===== src/rtl/mips_pkg.sv =====
// Shared constants for the MIPS pipeline hazard logic: forward selects,
// the "operand not used" Tuse code and default HI/LO unit latencies.
package mips_pkg;

    // Operand source selects. The EX-stage mux uses only the RF/latch, M and W codes.
    localparam logic [1:0] FWD_RF = 2'd0;
    localparam logic [1:0] FWD_E  = 2'd1;
    localparam logic [1:0] FWD_M  = 2'd2;
    localparam logic [1:0] FWD_W  = 2'd3;

    // Tuse value meaning the instruction never reads this source
    localparam logic [1:0] TUSE_NONE = 2'd3;

    localparam int unsigned MULT_CYCLES_DEF = 5;
    localparam int unsigned DIV_CYCLES_DEF  = 10;

endpackage


===== src/rtl/md_busy_counter.sv =====
// Busy tracker for the multi-cycle HI/LO multiply/divide unit.
module md_busy_counter
    import mips_pkg::*;
#(
    parameter int unsigned MULT_CYCLES = MULT_CYCLES_DEF,
    parameter int unsigned DIV_CYCLES  = DIV_CYCLES_DEF
) (
    input  logic clk,
    input  logic reset,
    input  logic md_start_i,
    input  logic md_is_div_i,
    output logic md_busy_o
);

    localparam logic [3:0] MultLoad = 4'(MULT_CYCLES);
    localparam logic [3:0] DivLoad  = 4'(DIV_CYCLES);

    logic [3:0] md_cnt_q, md_cnt_d;

    // Load on a start into an idle unit; a start while counting is dropped
    always_comb begin
        md_cnt_d = md_cnt_q;
        if (md_start_i && (md_cnt_q == 4'd0)) begin
            md_cnt_d = md_is_div_i ? DivLoad : MultLoad;
        end else if (md_cnt_q != 4'd0) begin
            md_cnt_d = md_cnt_q - 4'd1;
        end
    end

    // Counter register with synchronous reset
    always_ff @(posedge clk) begin
        if (reset) begin
            md_cnt_q <= 4'd0;
        end else begin
            md_cnt_q <= md_cnt_d;
        end
    end

    // The start cycle itself counts as busy so a HI/LO reader in ID stalls at once
    always_comb begin
        md_busy_o = md_start_i || (md_cnt_q != 4'd0);
    end

endmodule


===== src/rtl/hazard_ctrl.sv =====
// Stall/flush/forward controller for the 5-stage MIPS pipeline.
module hazard_ctrl
    import mips_pkg::*;
#(
    parameter int unsigned MULT_CYCLES = MULT_CYCLES_DEF,
    parameter int unsigned DIV_CYCLES  = DIV_CYCLES_DEF
) (
    input  logic        clk,
    input  logic        reset,
    input  logic [4:0]  rs_d,
    input  logic [4:0]  rt_d,
    input  logic [1:0]  tuse_rs_d,
    input  logic [1:0]  tuse_rt_d,
    input  logic        md_use_d,
    input  logic [4:0]  rs_e,
    input  logic [4:0]  rt_e,
    input  logic [4:0]  a3_e,
    input  logic [4:0]  a3_m,
    input  logic [4:0]  a3_w,
    input  logic [1:0]  tnew_e,
    input  logic [1:0]  tnew_m,
    input  logic        md_start_e,
    input  logic        md_is_div_e,
    output logic        pc_en,
    output logic        ifid_en,
    output logic        idex_clr,
    output logic [1:0]  fwd_rs_d,
    output logic [1:0]  fwd_rt_d,
    output logic [1:0]  fwd_rs_e,
    output logic [1:0]  fwd_rt_e,
    output logic        md_busy,
    output logic [31:0] stall_cnt
);

    logic        stall_rs, stall_rt, stall;
    logic [31:0] stall_cnt_q, stall_cnt_d;

    md_busy_counter #(
        .MULT_CYCLES (MULT_CYCLES),
        .DIV_CYCLES  (DIV_CYCLES)
    ) u_md_busy_counter (
        .clk         (clk),
        .reset       (reset),
        .md_start_i  (md_start_e),
        .md_is_div_i (md_is_div_e),
        .md_busy_o   (md_busy)
    );

    // Stall when a producer in EX/MEM finishes later than the ID consumer needs it
    always_comb begin
        stall_rs = (rs_d != 5'd0) &&
                   (((rs_d == a3_e) && (tnew_e > tuse_rs_d)) ||
                    ((rs_d == a3_m) && (tnew_m > tuse_rs_d)));
        stall_rt = (rt_d != 5'd0) &&
                   (((rt_d == a3_e) && (tnew_e > tuse_rt_d)) ||
                    ((rt_d == a3_m) && (tnew_m > tuse_rt_d)));
        stall    = stall_rs || stall_rt || (md_use_d && md_busy);
        pc_en    = !stall;
        ifid_en  = !stall;
        idex_clr = stall;
    end

    // ID operand forwarding: nearest ready producer wins (EX > MEM > WB)
    always_comb begin
        fwd_rs_d = FWD_RF;
        if (rs_d != 5'd0) begin
            if ((rs_d == a3_e) && (tnew_e == 2'd0)) begin
                fwd_rs_d = FWD_E;
            end else if ((rs_d == a3_m) && (tnew_m == 2'd0)) begin
                fwd_rs_d = FWD_M;
            end else if (rs_d == a3_w) begin
                fwd_rs_d = FWD_W;
            end
        end
        fwd_rt_d = FWD_RF;
        if (rt_d != 5'd0) begin
            if ((rt_d == a3_e) && (tnew_e == 2'd0)) begin
                fwd_rt_d = FWD_E;
            end else if ((rt_d == a3_m) && (tnew_m == 2'd0)) begin
                fwd_rt_d = FWD_M;
            end else if (rt_d == a3_w) begin
                fwd_rt_d = FWD_W;
            end
        end
    end

    // EX operand forwarding: MEM (when ready) > WB > ID2EX latch
    always_comb begin
        fwd_rs_e = FWD_RF;
        if (rs_e != 5'd0) begin
            if ((rs_e == a3_m) && (tnew_m == 2'd0)) begin
                fwd_rs_e = FWD_M;
            end else if (rs_e == a3_w) begin
                fwd_rs_e = FWD_W;
            end
        end
        fwd_rt_e = FWD_RF;
        if (rt_e != 5'd0) begin
            if ((rt_e == a3_m) && (tnew_m == 2'd0)) begin
                fwd_rt_e = FWD_M;
            end else if (rt_e == a3_w) begin
                fwd_rt_e = FWD_W;
            end
        end
    end

    // Stall cycle counter, free-running wrap at 2^32
    always_comb begin
        stall_cnt_d = stall ? (stall_cnt_q + 32'd1) : stall_cnt_q;
        stall_cnt   = stall_cnt_q;
    end

    // Stall counter register with synchronous reset
    always_ff @(posedge clk) begin
        if (reset) begin
            stall_cnt_q <= 32'd0;
        end else begin
            stall_cnt_q <= stall_cnt_d;
        end
    end

endmodule


===== config.mk =====
export PLATFORM = sky130hd
export DESIGN_NAME = hazard_ctrl
export DESIGN_NICKNAME = d
export VERILOG_FILES = /design/src/rtl/mips_pkg.sv /design/src/rtl/md_busy_counter.sv /design/src/rtl/hazard_ctrl.sv
export SDC_FILE = /design/constraint.sdc
export NUM_CORES = 1
export LEC_CHECK = 0
export BUFFER_PORTS_ARGS = -buffer_cell sky130_fd_sc_hd__buf_2
export CORE_MARGIN = 10
export CORE_UTILIZATION = 25
export CTS_CLUSTER_SIZE = 25
export DETAILED_ROUTE_END_ITERATION = 7
export REMOVE_ABC_BUFFERS = 1
export SETUP_SLACK_MARGIN = 0.05
export SYNTH_ARGS = -nofsm -noshare
export SYNTH_HDL_FRONTEND = slang
export SYNTH_SLANG_ARGS = --single-unit

===== constraint.sdc =====
create_clock -name clk -period 2.8 [get_ports clk]
set_input_delay 0.28 -clock clk [delete_from_list [all_inputs] [get_ports clk]]
set_output_delay 0.28 -clock clk [all_outputs]
set_load 0.05 [all_outputs]

==> results.ini <==
[layout]
drive_above_1_share=0.288
regArea_um2=721
nets=481
multi_input_area_um2=1880
instances_no_fill=563
final_cell_mix=buf_2, xnor2_1, nor2_1
antenna_cells=0
finish.utilization=0.324
area_delta_synth_final_pct=27.1
fillers=1170
final_common_cell=buf_2

[run]
maxCapViolations=0

[clock_tree]
cts_tree=done
clk_latency_ns=0.29
cts_buffer_depth=2
clock-sinks=36
cts-root-buf=clkbuf_8
path_clk_slew_ns=0.08
htreeDepth=2
cts_inserted_buffers=5
hold_buffers=0

[global_route]
overflow=0
grt_pass1_vias=2738
grt_pass1_wl_um=14600
grt_max_degree=30
antenna_found_initial=0
grtUsageTotal=0.110

[route]
dr.pass1.iters=4
drtIter0Drc=179
detail_route.vias_per_cell=4.86
drc=0
routed_wl_um=9040
postRouteAntennaNets=0
avgRoutedWirePerCell_um=16.1
vias=2738

[floorplan]
coreArea_um2=10800
row_count=38
io_pins=92
die_h_um=125
dieWidth_um=125
dieArea_um2=15600
start_util=0.255

[setup_path]
critPathBufInv=4
cpLargestDelayFamily=simple AND/OR/NAND/NOR gates
worstSetupEndpointType=output pin
crit_required_ns=2.52
slowest_stage=or4_4
cp.arrival_ns=2.25
crit_chain=buf_2 -> or4_4 -> nor2_4 -> a211oi_1 -> a222oi_1 -> bufbuf_16 -> nand2_2 -> inv_2 -> buf_8
critPathMaxStageDelay_ns=0.56
crit_type=input port to output pin
worstSetupStartpointType=input port
cp_max_fo=4

[power_and_ir_drop]
worst_ir_drop_vdd_uv=319
p_sw_uw=575
switching_share=0.377
seqPwrFrac=0.376
clockPowerShare=0.244
fin_total_pwr_uw=1530
p_comb_frac=0.380
internal_power_uw=951
p_leak_uw=0.00138
power_density_nw_per_um2=436

[logic_synthesis]
synthCells=332
ys_types=48
avgSynthCellArea_um2=8.29
synth.ff_latch_count=36
syn_area_um2=2750
synth_top_flop_cell=dfxtp_1
ys_warn_count=0
yosysSeqAreaShare=0.262
synth_edf_count=0
synthArstFlopShare=0

[placement]
place.gp.congestion=0.989
place_inst=552
dpl.hpwl_um=7130
port_buffers=91

[timing]
period_needed_ns=2.53
fmax_mhz=395
drv_slew=0
skew_ns=0.0111
fin_crit_sh=0.904
rsz0062_at_grt=no
fin_setup_tns_ns=0
setup_viol=0
tightest_slew_ns=0.637
relSlewSlack=0.565
finalHoldViolations=0

[min_path]
min_path_type=input port to register

[run_status]
status=finished clean

-- area by class of cell --
type / instances / area share
Clock buffer: 5 / 0.0197
Clock inverter: 3 / 0.00537
Inverter: 17 / 0.0183
Multi-Input combinational cell: 262 / 0.537
Sequential cell: 36 / 0.206
Tap cell: 140 / 0.0501
Timing Repair Buffer: 100 / 0.164
-- routing by layer --
metal,GRT usage,vias to the layer above,wire (µm)
met4,0.0210,0,102
met1,0.141,1283,4040
li1,-,1335,-
met5,0,-,0
met3,0.0323,11,681
met2,0.180,109,4220
-- what timing repair did --
action | CTS | global route
gates cloned | 1 | 0
endpoints found under the setup margin | 2 | 7
gates resized for setup | 3 | 7
endpoints found under the hold margin | 0 | 0
buffers inserted | 2 | 0
pin swaps | 1 | 1
-- path summary, 6_finish.rpt --
path	start	endpoint	slack, ns	depth (start not counted)
worst min-delay path	md_is_div_e	u_md_busy_counter.md_cnt_q[3]	0.38	3
worst max-delay path	rt_d[1]	pc_en	0.27	9
worst max register to register	u_md_busy_counter.md_cnt_q[0]	stall_cnt[27]	0.28	10
worst min register to register	stall_cnt[31]	stall_cnt[31]	0.52	2
-- power groups by stage --
stage / clock network [µW] / logic (µW) / registers, µW
final: 372 / 580 / 573
after detailed placement: 0 / 524 / 585
after global routing: 414 / 635 / 580
after floorplan: 0 / 320 / 605
after global placement: 0 / 519 / 584
after CTS: 390 / 564 / 573
-- flip-flops by register name (all words and copies together), names as in the netlist --
register,flops
stall_cnt,32
u_md_busy_counter.md_cnt_q,4
-- worst min-delay path, delay by kind of cell --
family,cells,cell delay (ns)
buf+inv,1,0.11
compound gates,2,0.23
-- cells by family after synthesis --
family,synth area share
compound gates,0.163
xor+xnor,0.255
fa+ha+maj,0.0500
buf+inv,0.0577
flops,0.262
simple gates,0.212
-- synth_stat cells (all sizes together), types with 4 or more instances --
| library cell | count | share of area |
|---|---|---|
| a21oi | 14 | 0.032 |
| dfxtp | 36 | 0.26 |
| inv | 17 | 0.023 |
| buf | 10 | 0.025 |
| and4 | 4 | 0.013 |
| nand2 | 19 | 0.027 |
| ha | 11 | 0.050 |
| xor2 | 22 | 0.070 |
| a211oi | 16 | 0.044 |
| nor2 | 40 | 0.058 |
| a2111oi | 14 | 0.049 |
| or4 | 4 | 0.012 |
| xnor2 | 58 | 0.18 |
| nand3 | 18 | 0.033 |
| clkbuf | 7 | 0.010 |
| and3 | 5 | 0.011 |
| nor3 | 7 | 0.015 |
-- through the flow --
step,area [µm²],setup slack (ns),hold slack [ns]
after floorplan,2660,-1.86,0.342
after global placement,3340,0.0897,0.496
after detailed placement,3340,0.144,0.510
after CTS,3480,0.0658,0.380
after global routing,3500,0.0567,0.402
final,3500,0.269,0.380
Power figures use the tool's default switching activity.
